--- src/rtl/frame_stream_source_if.sv ---
// Memory read port and pixel stream of the frame source, bundled as one interface.
// master = frame source side, slave = memory / line-buffer side.
interface frame_stream_source_if #(
  parameter int DATA_W = 8,
  parameter int ADDR_W = 11
);
  logic              mem_rd_en;
  logic [ADDR_W-1:0] mem_addr;
  logic [DATA_W-1:0] mem_rdata;
  logic [DATA_W-1:0] pixel_out;
  logic              input_valid;
  logic              sof;
  logic              eof;

  modport master (
    output mem_rd_en, mem_addr, pixel_out, input_valid, sof, eof,
    input  mem_rdata
  );

  modport slave (
    input  mem_rd_en, mem_addr, pixel_out, input_valid, sof, eof,
    output mem_rdata
  );
endinterface

--- src/rtl/frame_stream_source.sv ---
// Reads an input_y x input_y frame in raster order from a synchronous-read memory
// and presents it as a pixel stream with sof/eof framing, pause stall and back-to-back frames.
module frame_stream_source #(
  parameter int input_y = 6,
  parameter int DATA_W  = 8,
  parameter int ADDR_W  = 11
) (
  input  logic                  clk,
  input  logic                  rst,
  input  logic                  start,
  input  logic                  pause,
  input  logic [ADDR_W-1:0]     frame_base,
  frame_stream_source_if.master bus,
  output logic                  done,
  output logic                  busy,
  output logic [10:0]           x_count,
  output logic [10:0]           y_count
);

  localparam logic [10:0] LAST = 11'(input_y - 1);

  typedef enum logic {S_IDLE, S_RUN} state_t;

  state_t            state, state_nx;
  logic [ADDR_W-1:0] addr, addr_nx;
  logic [10:0]       x, y, x_nx, y_nx;
  logic              issue, first_px, last_px;
  logic              valid_q, sof_q, eof_q;
  logic [DATA_W-1:0] pix;

  always_comb begin
    issue    = (state == S_RUN) && !pause;
    first_px = (x == '0) && (y == '0);
    last_px  = (x == LAST) && (y == LAST);
    state_nx = state;
    addr_nx  = addr;
    x_nx     = x;
    y_nx     = y;
    unique case (state)
      S_IDLE: begin
        if (start) begin
          state_nx = S_RUN;
          addr_nx  = frame_base;
          x_nx     = '0;
          y_nx     = '0;
        end
      end
      S_RUN: begin
        if (issue) begin
          // A start on the last-pixel issue cycle chains the next frame with no gap.
          if (last_px && start) begin
            addr_nx = frame_base;
            x_nx    = '0;
            y_nx    = '0;
          end else begin
            addr_nx = addr + 1'b1;
            if (x == LAST) begin
              x_nx = '0;
              y_nx = y + 1'b1;
            end else begin
              x_nx = x + 1'b1;
            end
            if (last_px) state_nx = S_IDLE;
          end
        end
      end
      default: state_nx = S_IDLE;
    endcase
  end

  always_ff @(posedge clk or negedge rst) begin
    if (!rst) begin
      state   <= S_IDLE;
      addr    <= '0;
      x       <= '0;
      y       <= '0;
      valid_q <= 1'b0;
      sof_q   <= 1'b0;
      eof_q   <= 1'b0;
    end else begin
      state   <= state_nx;
      addr    <= addr_nx;
      x       <= x_nx;
      y       <= y_nx;
      // Read data returns one cycle after the strobe, so the framing tags follow by one register.
      valid_q <= issue;
      sof_q   <= issue && first_px;
      eof_q   <= issue && last_px;
    end
  end

  assign pix             = bus.mem_rdata;
  assign bus.pixel_out   = pix;
  assign bus.mem_rd_en   = issue;
  assign bus.mem_addr    = addr;
  assign bus.input_valid = valid_q;
  assign bus.sof         = sof_q;
  assign bus.eof         = eof_q;
  assign done            = eof_q;
  // The eof beat is still in flight after the FSM has returned to idle.
  assign busy            = (state == S_RUN) || valid_q;
  assign x_count         = x;
  assign y_count         = y;

endmodule

--- src/flat_wrapper.sv ---
// flat-port wrapper written by rule: the top's interface ports become plain ports
module frame_stream_source_flat 
#(
  parameter int input_y = 6,
  parameter int DATA_W  = 8,
  parameter int ADDR_W  = 11
)
  (clk, rst, start, pause, frame_base, done, busy, x_count, y_count, bus_mem_rd_en, bus_mem_addr, bus_pixel_out, bus_input_valid, bus_sof, bus_eof, bus_mem_rdata);
  frame_stream_source_if #(.DATA_W(DATA_W), .ADDR_W(ADDR_W)) bus_i ();
  input  logic clk;
  input  logic rst;
  input  logic start;
  input  logic pause;
  input  logic [ADDR_W-1:0] frame_base;
  output logic done;
  output logic busy;
  output logic [10:0] x_count;
  output logic [10:0] y_count;
  output wire logic [$bits(bus_i.mem_rd_en)-1:0] bus_mem_rd_en;
  output wire logic [$bits(bus_i.mem_addr)-1:0] bus_mem_addr;
  output wire logic [$bits(bus_i.pixel_out)-1:0] bus_pixel_out;
  output wire logic [$bits(bus_i.input_valid)-1:0] bus_input_valid;
  output wire logic [$bits(bus_i.sof)-1:0] bus_sof;
  output wire logic [$bits(bus_i.eof)-1:0] bus_eof;
  input wire logic [$bits(bus_i.mem_rdata)-1:0] bus_mem_rdata;
  assign bus_mem_rd_en = bus_i.mem_rd_en;
  assign bus_mem_addr = bus_i.mem_addr;
  assign bus_pixel_out = bus_i.pixel_out;
  assign bus_input_valid = bus_i.input_valid;
  assign bus_sof = bus_i.sof;
  assign bus_eof = bus_i.eof;
  assign bus_i.mem_rdata = bus_mem_rdata;
  frame_stream_source #(.input_y(input_y), .DATA_W(DATA_W), .ADDR_W(ADDR_W)) u_core (.clk(clk), .rst(rst), .start(start), .pause(pause), .frame_base(frame_base), .bus(bus_i), .done(done), .busy(busy), .x_count(x_count), .y_count(y_count));
endmodule
--- config.mk ---
export PLATFORM = sky130hd
export DESIGN_NAME = frame_stream_source_flat
export DESIGN_NICKNAME = d
export VERILOG_FILES = /design/src/rtl/frame_stream_source_if.sv /design/src/rtl/frame_stream_source.sv /design/src/flat_wrapper.sv
export SDC_FILE = /design/constraint.sdc
export NUM_CORES = 1
export LEC_CHECK = 0
export ABC_AREA = 1
export CAP_MARGIN = 20
export CORE_MARGIN = 5
export CORE_UTILIZATION = 35
export DETAILED_ROUTE_END_ITERATION = 16
export GPL_TIMING_DRIVEN = 0
export PLACE_DENSITY = 0.66
export SYNTH_ARGS = -nofsm -noshare
export SYNTH_HDL_FRONTEND = slang
export SYNTH_SLANG_ARGS = --single-unit
export TNS_END_PERCENT = 100
--- constraint.sdc ---
create_clock -name clk -period 1.7 [get_ports clk]
set_input_delay 0.34 -clock clk [delete_from_list [all_inputs] [get_ports clk]]
set_output_delay 0.34 -clock clk [all_outputs]
set_load 0.03 [all_outputs]
-- Word level (Yosys, flattened, before mapping)
Cells that the tools add are included.
- add/subtract/negate cells: 3
- eq/ne operators: 5
- multiplexer cells: 18
- bitwise operators: 1
- reduce and logical (&&, ||, !) cells: 12
- operators with widths (kind ; number):
    2-to-1 mux 11 bit ; 10
    case mux 11 bit (2 select lines) ; 3
    adder 11 x 1 -> 11 bit (second input constant) ; 3
    == test 11 x 3 -> 1 bit (second input constant) ; 2
    logical NOT 11 bit ; 2
    logical AND 1 bit ; 6
    2-to-1 mux 1 bit ; 4
    != test 2 bit (second input constant) ; 2
    != test 3 bit (second input constant) ; 1
    AND reduction 3 bit ; 1
    case mux 1 bit (2 select lines) ; 1
    AND reduction 2 bit ; 1
    logical NOT 1 bit ; 1
    logical OR 1 bit ; 1
    inverter 1 bit ; 1
- flip-flop bits (word level): 37
- bits of input ports: 23
- output and inout bits: 47
- logic and storage cells: 46

-- Longest topological paths before layout
Gate-level depths: netlist of run 1.
- depth in word-level cells: 6
- gate-level depth with buffers: 12

-- Worst setup path after synthesis of run 1
No wires, ideal clock.
- kind: flip-flop to flip-flop
- start point: reg u_core.y[1], in the netlist u_core.y_count[1]
- end point: reg u_core.addr[2], in the netlist u_core.bus.mem_addr[2]
- data arrival time: 1658 ps
- required time: 1582 ps
- setup slack: -76 ps
- cell stages (with the launch flop): 11
- path buffers: 1
- cells stage by stage: dfrtp_1 -> inv_1 -> ha_1 -> nand3_1 -> nor3_2 -> nand3_1 -> nand2_1 -> buf_4 -> nand2_1 -> nand3_1 -> nand2_1
- word-level cells in the longest chain between the ends: 6
- ends and longest elaborated chain (what ; line ; RTL):
    from (decl) ; frame_stream_source.sv:26 ; logic [10:0] x, y, x_nx, y_nx;
    from (signal assigned) ; frame_stream_source.sv:84 ; y <= y_nx;
    == test 11 x 3 -> 1 bit ; frame_stream_source.sv:34 ; last_px = (x == LAST) && (y == LAST);
    logical AND 1 bit ; frame_stream_source.sv:34 ;
    logical AND 1 bit ; frame_stream_source.sv:51 ; if (last_px && start) begin
    2-to-1 mux 11 bit ; frame_stream_source.sv:51 ;
    2-to-1 mux 11 bit ; frame_stream_source.sv:49 ; if (issue) begin
    case mux 11 bit (2 select lines) ; frame_stream_source.sv:39 ; unique case (state)
    to (signal assigned) ; frame_stream_source.sv:82 ; addr <= addr_nx;
    to (decl) ; frame_stream_source.sv:25 ; logic [ADDR_W-1:0] addr, addr_nx;
No other way between the ends. The select of a mux whose other input is x is not followed.
A chain may end at the register's enable or synchronous reset.

-- Worst setup path in the final report of run 1
- start point: reg u_core.state
- end point: out busy
- word-level cells in the longest chain between the ends: 1
- ends and longest elaborated chain (what ; line ; RTL):
    from (decl) ; frame_stream_source.sv:24 ; state_t state, state_nx;
    from (signal assigned) ; frame_stream_source.sv:81 ; state <= state_nx;
    logical OR 1 bit ; frame_stream_source.sv:101 ; assign busy = (state == S_RUN) || valid_q;
    to (decl) ; flat_wrapper.sv:16 ; output logic busy;
No other way between the ends.

==> results of run 1 <==
==> path summary, 6_finish.rpt <==
kind                                          from                       to  slack (ns)  depth (start not counted)
hold / removal                                 rst        u_core.y_count[9]        0.15                          1
setup / recovery                      u_core.state                     busy        0.04                          3
min in group clk           u_core.bus.mem_addr[10]  u_core.bus.mem_addr[10]        0.54                          2
hold reg to reg            u_core.bus.mem_addr[10]  u_core.bus.mem_addr[10]        0.54                          2
setup reg to reg                 u_core.x_count[1]        u_core.y_count[6]        0.07                         11
max in group asynchronous                      rst        u_core.x_count[1]        0.96                          1
==> flip-flops by register name, indices dropped and copies added, names as in the netlist <==
signal                  cells
u_core.bus.input_valid      1
u_core.bus.eof              1
u_core.x_count             11
u_core.bus.sof              1
u_core.state                1
u_core.bus.mem_addr        11
u_core.y_count             11
==> cells in the final DEF (no fill, tap or decap), types with 3 or more instances in the layout <==
cell	n
o21ai_0	6
dlygate4sd2_1	33
buf_4	27
clkbuf_1	3
nand2_2	4
nand3_1	35
ha_1	5
nor3_1	4
buf_6	6
nor2_2	4
xor2_1	7
clkbuf_8	5
a21oi_1	5
nor2_1	24
o21bai_1	3
nand2_1	78
nand2_4	3
clkdlybuf4s50_1	25
o21ai_1	7
dfrtp_1	31
nand3_2	6
nor2_4	3
dfrtp_2	6
inv_1	39
nand4_1	12
inv_2	7
==> area by class of cell <==
class | instances | area [µm²] | area share, %
clock inverter | 2 | 10.0 | 0.283
sequential | 37 | 933 | 26.4
tap | 80 | 100 | 2.83
clock buffer | 6 | 72.6 | 2.06
timing repair buffer | 81 | 751 | 21.3
buffer | 19 | 159 | 4.50
inverter | 47 | 184 | 5.21
multi-input combinational | 228 | 1320 | 37.4
==> timing repair <==
action | 4_1_cts | 5_1_grt
buffers inserted | 12 | 6
gates cloned | 2 | 0
endpoints found under the hold margin | 0 | 0
pin swaps | 10 | 10
endpoints found under the setup margin | 60 | 28
gates resized for setup | 73 | 37
==> through the flow <==
stage          hold slack, ns  worst slack [ns]  area (µm²)
4_1_cts                 0.185           0.00431        3340
3_3_place_gp            0.530            -0.767        3090
5_1_grt                 0.239           -0.0254        3530
2_1_floorplan          0.0444           0.00590        2370
3_5_place_dp            0.496            -0.354        3080
6_report                0.150            0.0407        3530
==> cells by family (layout without fill, tap and decap cells) <==
group                      after synthesis  after routing  synth area share (%)
and+or+nand+nor                        181            181                  33.8
buffers and inverters                   66            155                  12.5
xor gates and xnor gates                 9              9                  3.33
adders and majority gates                7              7                  3.70
DFF                                     37             37                  39.2
AOI/OAI and AO/OA                       31             31                  7.46
==> report_power, final <==
group          internal [mW]  leakage (nW)  switching (mW)
clock network          0.285        0.0450           0.318
registers               1.15         0.442           0.379
logic                  0.802          1.25            1.40
==> worst register-to-register path: stages, from the launching register on <==
cell	delay, ns
dfrtp_2	0.42
inv_2	0.08
ha_4	0.13
inv_2	0.04
nor2_4	0.10
nand3_4	0.11
o21ai_4	0.18
nand2_4	0.11
inv_8	0.09
buf_12	0.10
buf_16	0.11
o21ai_1	0.06
==> per-layer routing <==
metal / global-route usage [%] / vias to the layer above / wire length (µm)
li1: - / 1227 / -
met1: 20.7 / 1155 / 2990
met2: 26.5 / 101 / 3140
met3: 4.10 / 11 / 526
met4: 3.84 / 0 / 83
met5: 0 / - / 0
==> flow_summary_export.csv, run 1 <==
group,metric,value,unit
grt,grt.overflow.total,0,
clocking,clk_latency,0.29,ns
clocking,hold_buffers,0,
synthesis,syn_inst,331,
clocking,clk_pin_slew,0.08,ns
critical_path,cpPeakStageDelay,0.44,ns
synthesis,syn-num-nets,361,
timing,tns,0,ns
die,fp.dieW,92.2,µm
synthesis,synth_edf_count,0,
synthesis,synth_ff_type,"dfrtp_1",
clocking,cts_max_level,2,
worst_hold_path,hp-class,"in -> async",
place,dp_hpwl,4.56,mm
critical_path,cp_cell_sequence,"buf_8 > or2_2 > buf_6",
final_layout,drive_above_1_share,22.4,%
routing,wl,6.74,mm
timing,fmax,603,MHz
final_layout,num-fill-cells,632,
routing,drc,0,
die,fp.dieArea,0.00850,mm²
die,core-area,0.00668,mm²
power,finalPower,4.33,mW
final_layout,antennaDiodeCount,0,
clocking,cts_tree,"built",
clocking,cts_num_sinks,37,
grt,grt_pass1_vias,2358,
timing,setup_viol,0,
run,drv_cap,0,
die,start_util,35.4,%
timing,fin_crit,1.66,ns
timing,max-slew-margin-rel,44.4,%
synthesis,yosysUniqueCellTypes,29,
grt,grt_first_pass_wirelength,11.0,mm
routing,drt_iter0_markers,100,
power,ir_worst_vdd,0.453,mV
clocking,cts_buffers,5,
clocking,cts_max_path_buffers,2,
routing,wl_per_cell,13.5,µm
final_layout,finalNonFillerCells,500,
final_layout,fin_util,52.8,%
synthesis,ys_top_cells_by_count,"83 x nand2_1, 43 x nand3_1, 42 x inv_1",
synthesis,synth_top_area_share,39.2,%
critical_path,cp_slowest_cell,"dfrtp_2",
synthesis,synth.most_common_cell,"nand2_1",
clocking,clockRootBuffer,"clkbuf_8",
synthesis,netlist_area,0.00236,mm²
outcome,outcome,"finished clean",
routing,ant_nets,0,
critical_path,crit_required,1.36,ns
die,die_y,92.2,µm
synthesis,yosysSeqAreaShare,39.2,%
synthesis,syn_avg_cell_area,7.14,µm²
timing,finalMaxSlewViolations,0,
routing,drt_pass1_iterations,4,
place,numPortBuffers,61,
routing,vias,2494,
timing,rsz0062_at_grt,"yes",
die,ios,70,
place,gp_congestion,0.880,
die,fp-row-count,30,
power,power_density,1230,mW/mm²
timing,timing.final.crit_share,97.6,%
grt,grt_usage,15.9,%
critical_path,critPathMaxFanout,10,
grt,grt_max_degree,38,
routing,via_per_inst,4.99,
grt,antenna_found_initial,0,
power,p_leak,1.74,nW
synthesis,yosys_warnings,0,
critical_path,crit_type,"reg -> out",
critical_path,cp_top_family,"flip-flops",
timing,hold_viol_final,0,
place,dp.cells,472,
synthesis,async_flop_share,100,%
synthesis,netlist.top_cell.by_area,"dfrtp_1",
final_layout,finalNetCount,449,
critical_path,cp-end-kind,"output port",
critical_path,cp_data_arrival_time,1.32,ns
critical_path,cp-start-kind,"register",
timing,tightest_slew,0.834,ns
critical_path,cp_num_buf_inv,2,
timing,finClkSkew,0.00975,ns
synthesis,synth_top_cells_by_area,"dfrtp_1 39%, nand2_1 13%, nand3_1 9.1%",
final_layout,area_growth,49.3,%
synthesis,ys_seq_elements,37,
Power figures use the tool's default switching activity.
==> run 2: changes to the inputs <==
==> constraint.sdc (replaced) <==
create_clock -name clk -period 1.5 [get_ports clk]
set_input_delay 0.3 -clock clk [delete_from_list [all_inputs] [get_ports clk]]
set_output_delay 0.3 -clock clk [all_outputs]
set_load 0.03 [all_outputs]
==> flow_summary_export.csv, run 2 (synthesis results as in run 1) <==
group,metric,value,unit
outcome,outcome,"finished with violations",
outcome,violations,"setup timing",
grt,gr-usage-met1,19.8,%
power,finalPower,5.36,mW
final_layout,drive_above_1_share,36.5,%
timing,finalMaxSlewViolations,0,
timing,max-slew-margin-rel,42.1,%
routing,wl_per_cell,15.2,µm
grt,grt.overflow.total,0,
routing,via_per_inst,5.15,
final_layout,final_cell_mix,"63 x nand2_1, 37 x inv_1, 28 x nand3_1",
clocking,cts_max_path_buffers,2,
clocking,cts_num_sinks,37,
die,die_y,92.2,µm
clocking,clk_pin_slew,0.08,ns
critical_path,worstRegToRegCells,8,
power,p_leak,1.83,nW
place,numPortBuffers,61,
timing,hold_viol_final,0,
final_layout,antennaDiodeCount,0,
critical_path,r2r_slack,-0.17,ns
grt,grt_pass1_vias,2626,
timing,finClkSkew,0.00693,ns
timing,setup_viol,30,
critical_path,cp-start-kind,"register",
grt,globalRoute.busiestLayer,"met2",
critical_path,cp-end-kind,"register",
critical_path,cp_slowest_cell,"dfrtp_2",
critical_path,crit_type,"reg -> reg",
timing,rsz0062_at_grt,"yes",
power,ir_worst_vdd,0.674,mV
final_layout,num-fill-cells,614,
critical_path,cpPeakStageDelay,0.47,ns
critical_path,cp_cell_sequence,"nor2_1 > nand3_2 > o21ai_4 > nand2_4 > inv_8 > buf_8 > nand2_2 > o22ai_1",
routing,drc,0,
critical_path,rr_endpoint,"u_core.y_count[1]",
critical_path,crit_required,1.71,ns
run,drv_cap,0,
final_layout,area_growth,62.1,%
grt,grt_usage,16.9,%
clocking,cts_buffers,5,
timing,fmax,600,MHz
clocking,clockRootBuffer,"clkbuf_8",
worst_hold_path,hp-class,"in -> async",
die,ios,70,
timing,timing.final.crit_share,111,%
grt,grt_first_pass_wirelength,11.7,mm
clocking,clk_latency,0.29,ns
grt,grt.met2_usage,29.8,%
routing,vias,2627,
die,core-area,0.00668,mm²
timing,fin_ws,-0.168,ns
place,gp_congestion,0.887,
place,dp.cells,472,
final_layout,finalNetCount,459,
timing,tightest_slew,0.869,ns
clocking,hold_buffers,0,
final_layout,final_common_cell,"nand2_1",
grt,grt_max_degree,38,
die,start_util,35.4,%
grt,grt.met3_usage,4.18,%
critical_path,cp_data_arrival_time,1.88,ns
critical_path,r2r_start,"u_core.x_count[7]",
place,dp_hpwl,4.78,mm
power,power_density,1400,mW/mm²
timing,fin_crit,1.67,ns
die,fp-row-count,30,
grt,antenna_found_initial,0,
routing,wl,7.78,mm
clocking,cts_tree,"built",
routing,drt_pass1_iterations,4,
die,fp.dieW,92.2,µm
clocking,cts_max_level,2,
routing,drt_iter0_markers,154,
routing,ant_nets,0,
final_layout,finalNonFillerCells,510,
critical_path,critPathMaxFanout,7,
die,fp.dieArea,0.00850,mm²
==> run 2: cell count changes in the layout (fill, tap and decap cells not counted), sizes merged <==
cell | previous run | this run
buf | 39 | 48
clkbuf | 9 | 19
clkdlybuf4s15 | 0 | 9
clkdlybuf4s50 | 25 | 21
clkinv | 2 | 0
dlygate4sd2 | 33 | 21
==> run 2: where the power goes <==
| part | internal (mW) | switching, mW | leakage [nW] |
|---|---|---|---|
| Clock | 0.376 | 0.384 | 0.0455 |
| Sequential | 1.31 | 0.468 | 0.434 |
| Combinational | 1.06 | 1.76 | 1.35 |
==> run 2: critical path: cells and delay by family (launching register included) <==
family	cells	cell delay, ns
flip-flops	1	0.47
AO/OA/AOI/OAI	2	0.34
AND/OR/NAND/NOR	4	0.53
buffers and inverters	2	0.23
==> run 2: worst max-delay path by stage <==
stage	slack, ns	depth (start not counted)	end	from
detailed placement	-0.59	3	busy	u_core.state
finish	-0.17	8	u_core.y_count[1]	u_core.x_count[7]
global placement	-0.92	1	u_core.x_count[1]	rst
global route	-0.27	12	u_core.bus.mem_addr[5]	u_core.x_count[1]
floorplan	-0.14	12	u_core.bus.mem_addr[2]	u_core.x_count[1]
CTS	-0.27	3	busy	u_core.state
==> run 2: per-layer routing <==
| metal | wire (µm) | vias up | share of wire [%] |
|---|---|---|---|
| li1 | - | 1258 | - |
| met4 | 149 | 0 | 1.9 |
| met3 | 527 | 17 | 6.8 |
| met5 | 0 | - | 0 |
| met1 | 3050 | 1253 | 39 |
| met2 | 4050 | 99 | 52 |
==> run 2: cell type report <==
cell class / instances / area (µm²) / area share (%)
multi-input combinational: 228 / 1510 / 39.5
sequential: 37 / 941 / 24.5
timing repair buffer: 91 / 837 / 21.8
inverter: 47 / 184 / 4.80
buffer: 19 / 169 / 4.41
tap: 80 / 100 / 2.61
clock buffer: 8 / 90.1 / 2.35
==> run 2: repair_timing <==
| action | in CTS | in global routing |
|---|---|---|
| resized for setup | 113 | 86 |
| pin swaps | 19 | 25 |
| setup endpoints to repair | 68 | 52 |
| cloned | 4 | 0 |
| setup buffers | 18 | 10 |
==> run 2: per-stage QoR <==
step | TNS [ns] | setup WS, ns | hold slack [ns] | utilization [%] | instance area (µm²)
final | -3.22 | -0.168 | 0.116 | 57.4 | 3830
after global routing | -6.26 | -0.274 | 0.192 | 57.4 | 3830
after CTS | -3.02 | -0.265 | 0.150 | 53.3 | 3560
after detailed placement | -7.89 | -0.588 | 0.468 | 46.9 | 3130
after global placement | -37.47 | -0.920 | 0.509 | 46.9 | 3140
after floorplan | -2.44 | -0.144 | 0.00441 | - | 2420
==> run 3: changes to the inputs <==
--- a/config.mk
+++ b/config.mk
@@ -8,10 +8,10 @@
 export ABC_AREA = 1
 export CAP_MARGIN = 20
 export CORE_MARGIN = 5
-export CORE_UTILIZATION = 35
+export CORE_UTILIZATION = 43
 export DETAILED_ROUTE_END_ITERATION = 16
 export GPL_TIMING_DRIVEN = 0
-export PLACE_DENSITY = 0.66
+export PLACE_DENSITY = 0.78
 export SYNTH_ARGS = -nofsm -noshare
 export SYNTH_HDL_FRONTEND = slang
 export SYNTH_SLANG_ARGS = --single-unit
==> flow_summary_export.csv, run 3 (synthesis results as in run 1) <==
group,metric,value,unit
outcome,outcome,"finished with violations",
outcome,violations,"setup timing",
clocking,clockRootBuffer,"clkbuf_8",
routing,drt_iter0_markers,261,
critical_path,cp-startpoint,"u_core.x_count[1]",
grt,grt_pass1_vias,2472,
grt,grt.overflow.total,0,
final_layout,stdcell_area,0.00366,mm²
timing,max-slew-margin-rel,44.7,%
timing,fmax,567,MHz
clocking,clk_pin_slew,0.08,ns
die,fp.dieArea,0.00708,mm²
timing,fin_crit,1.76,ns
final_layout,final_common_cell,"nand2_1",
grt,antenna_found_initial,0,
grt,grt_first_pass_wirelength,11.4,mm
critical_path,cp-end-kind,"register",
routing,wl_per_cell,15.5,µm
die,start_util,43.5,%
routing,vias,2647,
die,die_y,84.2,µm
die,core-area,0.00544,mm²
place,numPortBuffers,61,
clocking,clk_latency,0.30,ns
critical_path,crit_required,1.69,ns
grt,grt_usage,19.6,%
grt,grt_max_degree,38,
critical_path,critPathMaxFanout,6,
place,pre_cts_ws,-0.528,ns
timing,timing.final.crit_share,118,%
routing,drc,0,
timing,hold_viol_final,0,
timing,setup_viol,35,
clocking,cts_num_sinks,37,
worst_hold_path,hp-class,"in -> async",
place,post_dp_cell_area,0.00312,mm²
die,fp.dieW,84.2,µm
critical_path,r2r_start,"u_core.x_count[1]",
critical_path,worstRegToRegCells,10,
routing,drt_pass1_iterations,5,
clocking,cts_buffers,5,
critical_path,r2r_slack,-0.26,ns
critical_path,rr_endpoint,"u_core.y_count[2]",
timing,hold_ws,0.0951,ns
power,p_leak,1.80,nW
place,dp_hpwl,4.57,mm
die,fp-row-count,27,
final_layout,antennaDiodeCount,0,
final_layout,area_growth,54.9,%
timing,tightest_slew,0.830,ns
timing,fin_ws,-0.263,ns
timing,finalMaxSlewViolations,0,
die,ios,70,
power,power_density,1390,mW/mm²
critical_path,crit_type,"reg -> reg",
clocking,cts_tree,"built",
clocking,cts_max_path_buffers,2,
final_layout,fin_util,67.4,%
timing,rsz0062_at_grt,"yes",
critical_path,cp_data_arrival_time,1.95,ns
final_layout,drive_above_1_share,29.8,%
run,drv_cap,0,
place,gp_congestion,0.862,
timing,finClkSkew,0.0104,ns
critical_path,cp-start-kind,"register",
power,ir_worst_vdd,0.748,mV
routing,ant_nets,0,
final_layout,final_cell_mix,"73 x nand2_1, 39 x inv_1, 36 x nand3_1",
final_layout,finalNetCount,455,
routing,via_per_inst,5.32,
clocking,cts_max_level,2,
routing,wl,7.72,mm
[run 3: area by class of cell]
cell class	count	area (µm²)
Timing Repair Buffer	87	800
Clock inverter	3	17.5
Multi-Input combinational cell	228	1400
Tap cell	72	90.1
Sequential cell	37	933
Buffer	19	170
Clock buffer	5	68.8
Inverter	47	189
Fill cell	441	1780
[run 3: metal layers]
layer	routed length [µm]	part of all wire (%)	up-vias	global-route usage [%]
met2	3830	50	144	33.1
met4	231	3.0	0	8.48
li1	-	-	1245	-
met5	0	0	-	0
met1	3020	39	1228	24.5
met3	633	8.2	30	3.53
[run 3: how the worst max path moves through the flow]
stage	end	cells past startpoint
2_1_floorplan	u_core.bus.mem_addr[2]	12
3_3_place_gp	u_core.y_count[1]	1
3_5_place_dp	busy	3
4_1_cts	u_core.y_count[1]	11
5_1_grt	u_core.bus.mem_addr[5]	12
6_report	u_core.y_count[2]	10
[run 3: timing repair]
item                                    4_1_cts  5_1_grt
pin swaps                                    14       12
cloned                                        3        0
hold buffers                                  0        0
endpoints found under the setup margin       68       46
buffers inserted                             14        9
gates resized for setup                     109       47
[run 3: per-stage QoR]
step           total power [mW]  TNS (ns)  std cells
6_report                   5.09     -6.47        498
5_1_grt                    5.38     -8.28        498
4_1_cts                    4.90     -3.45        489
3_5_place_dp               4.17     -7.58        464
3_3_place_gp               4.13    -35.81        464
2_1_floorplan              3.22     -2.44        331
[run 3: critical path, cell delays in order, from the launching register on]
cell and delay (ns):
dfrtp_2 0.41, inv_2 0.07, ha_4 0.14, inv_2 0.04
nor2_2 0.13, nand3_2 0.15, o21ai_4 0.19, nand2_4 0.15
buf_8 0.17, a31oi_4 0.14, nor2_1 0.06
[run 3: report_power, final]
part           switching [mW]  internal [mW]  total (mW)
Sequential              0.435           1.30        1.73
Combinational            1.69          0.957        2.65
Clock                   0.388          0.321       0.709
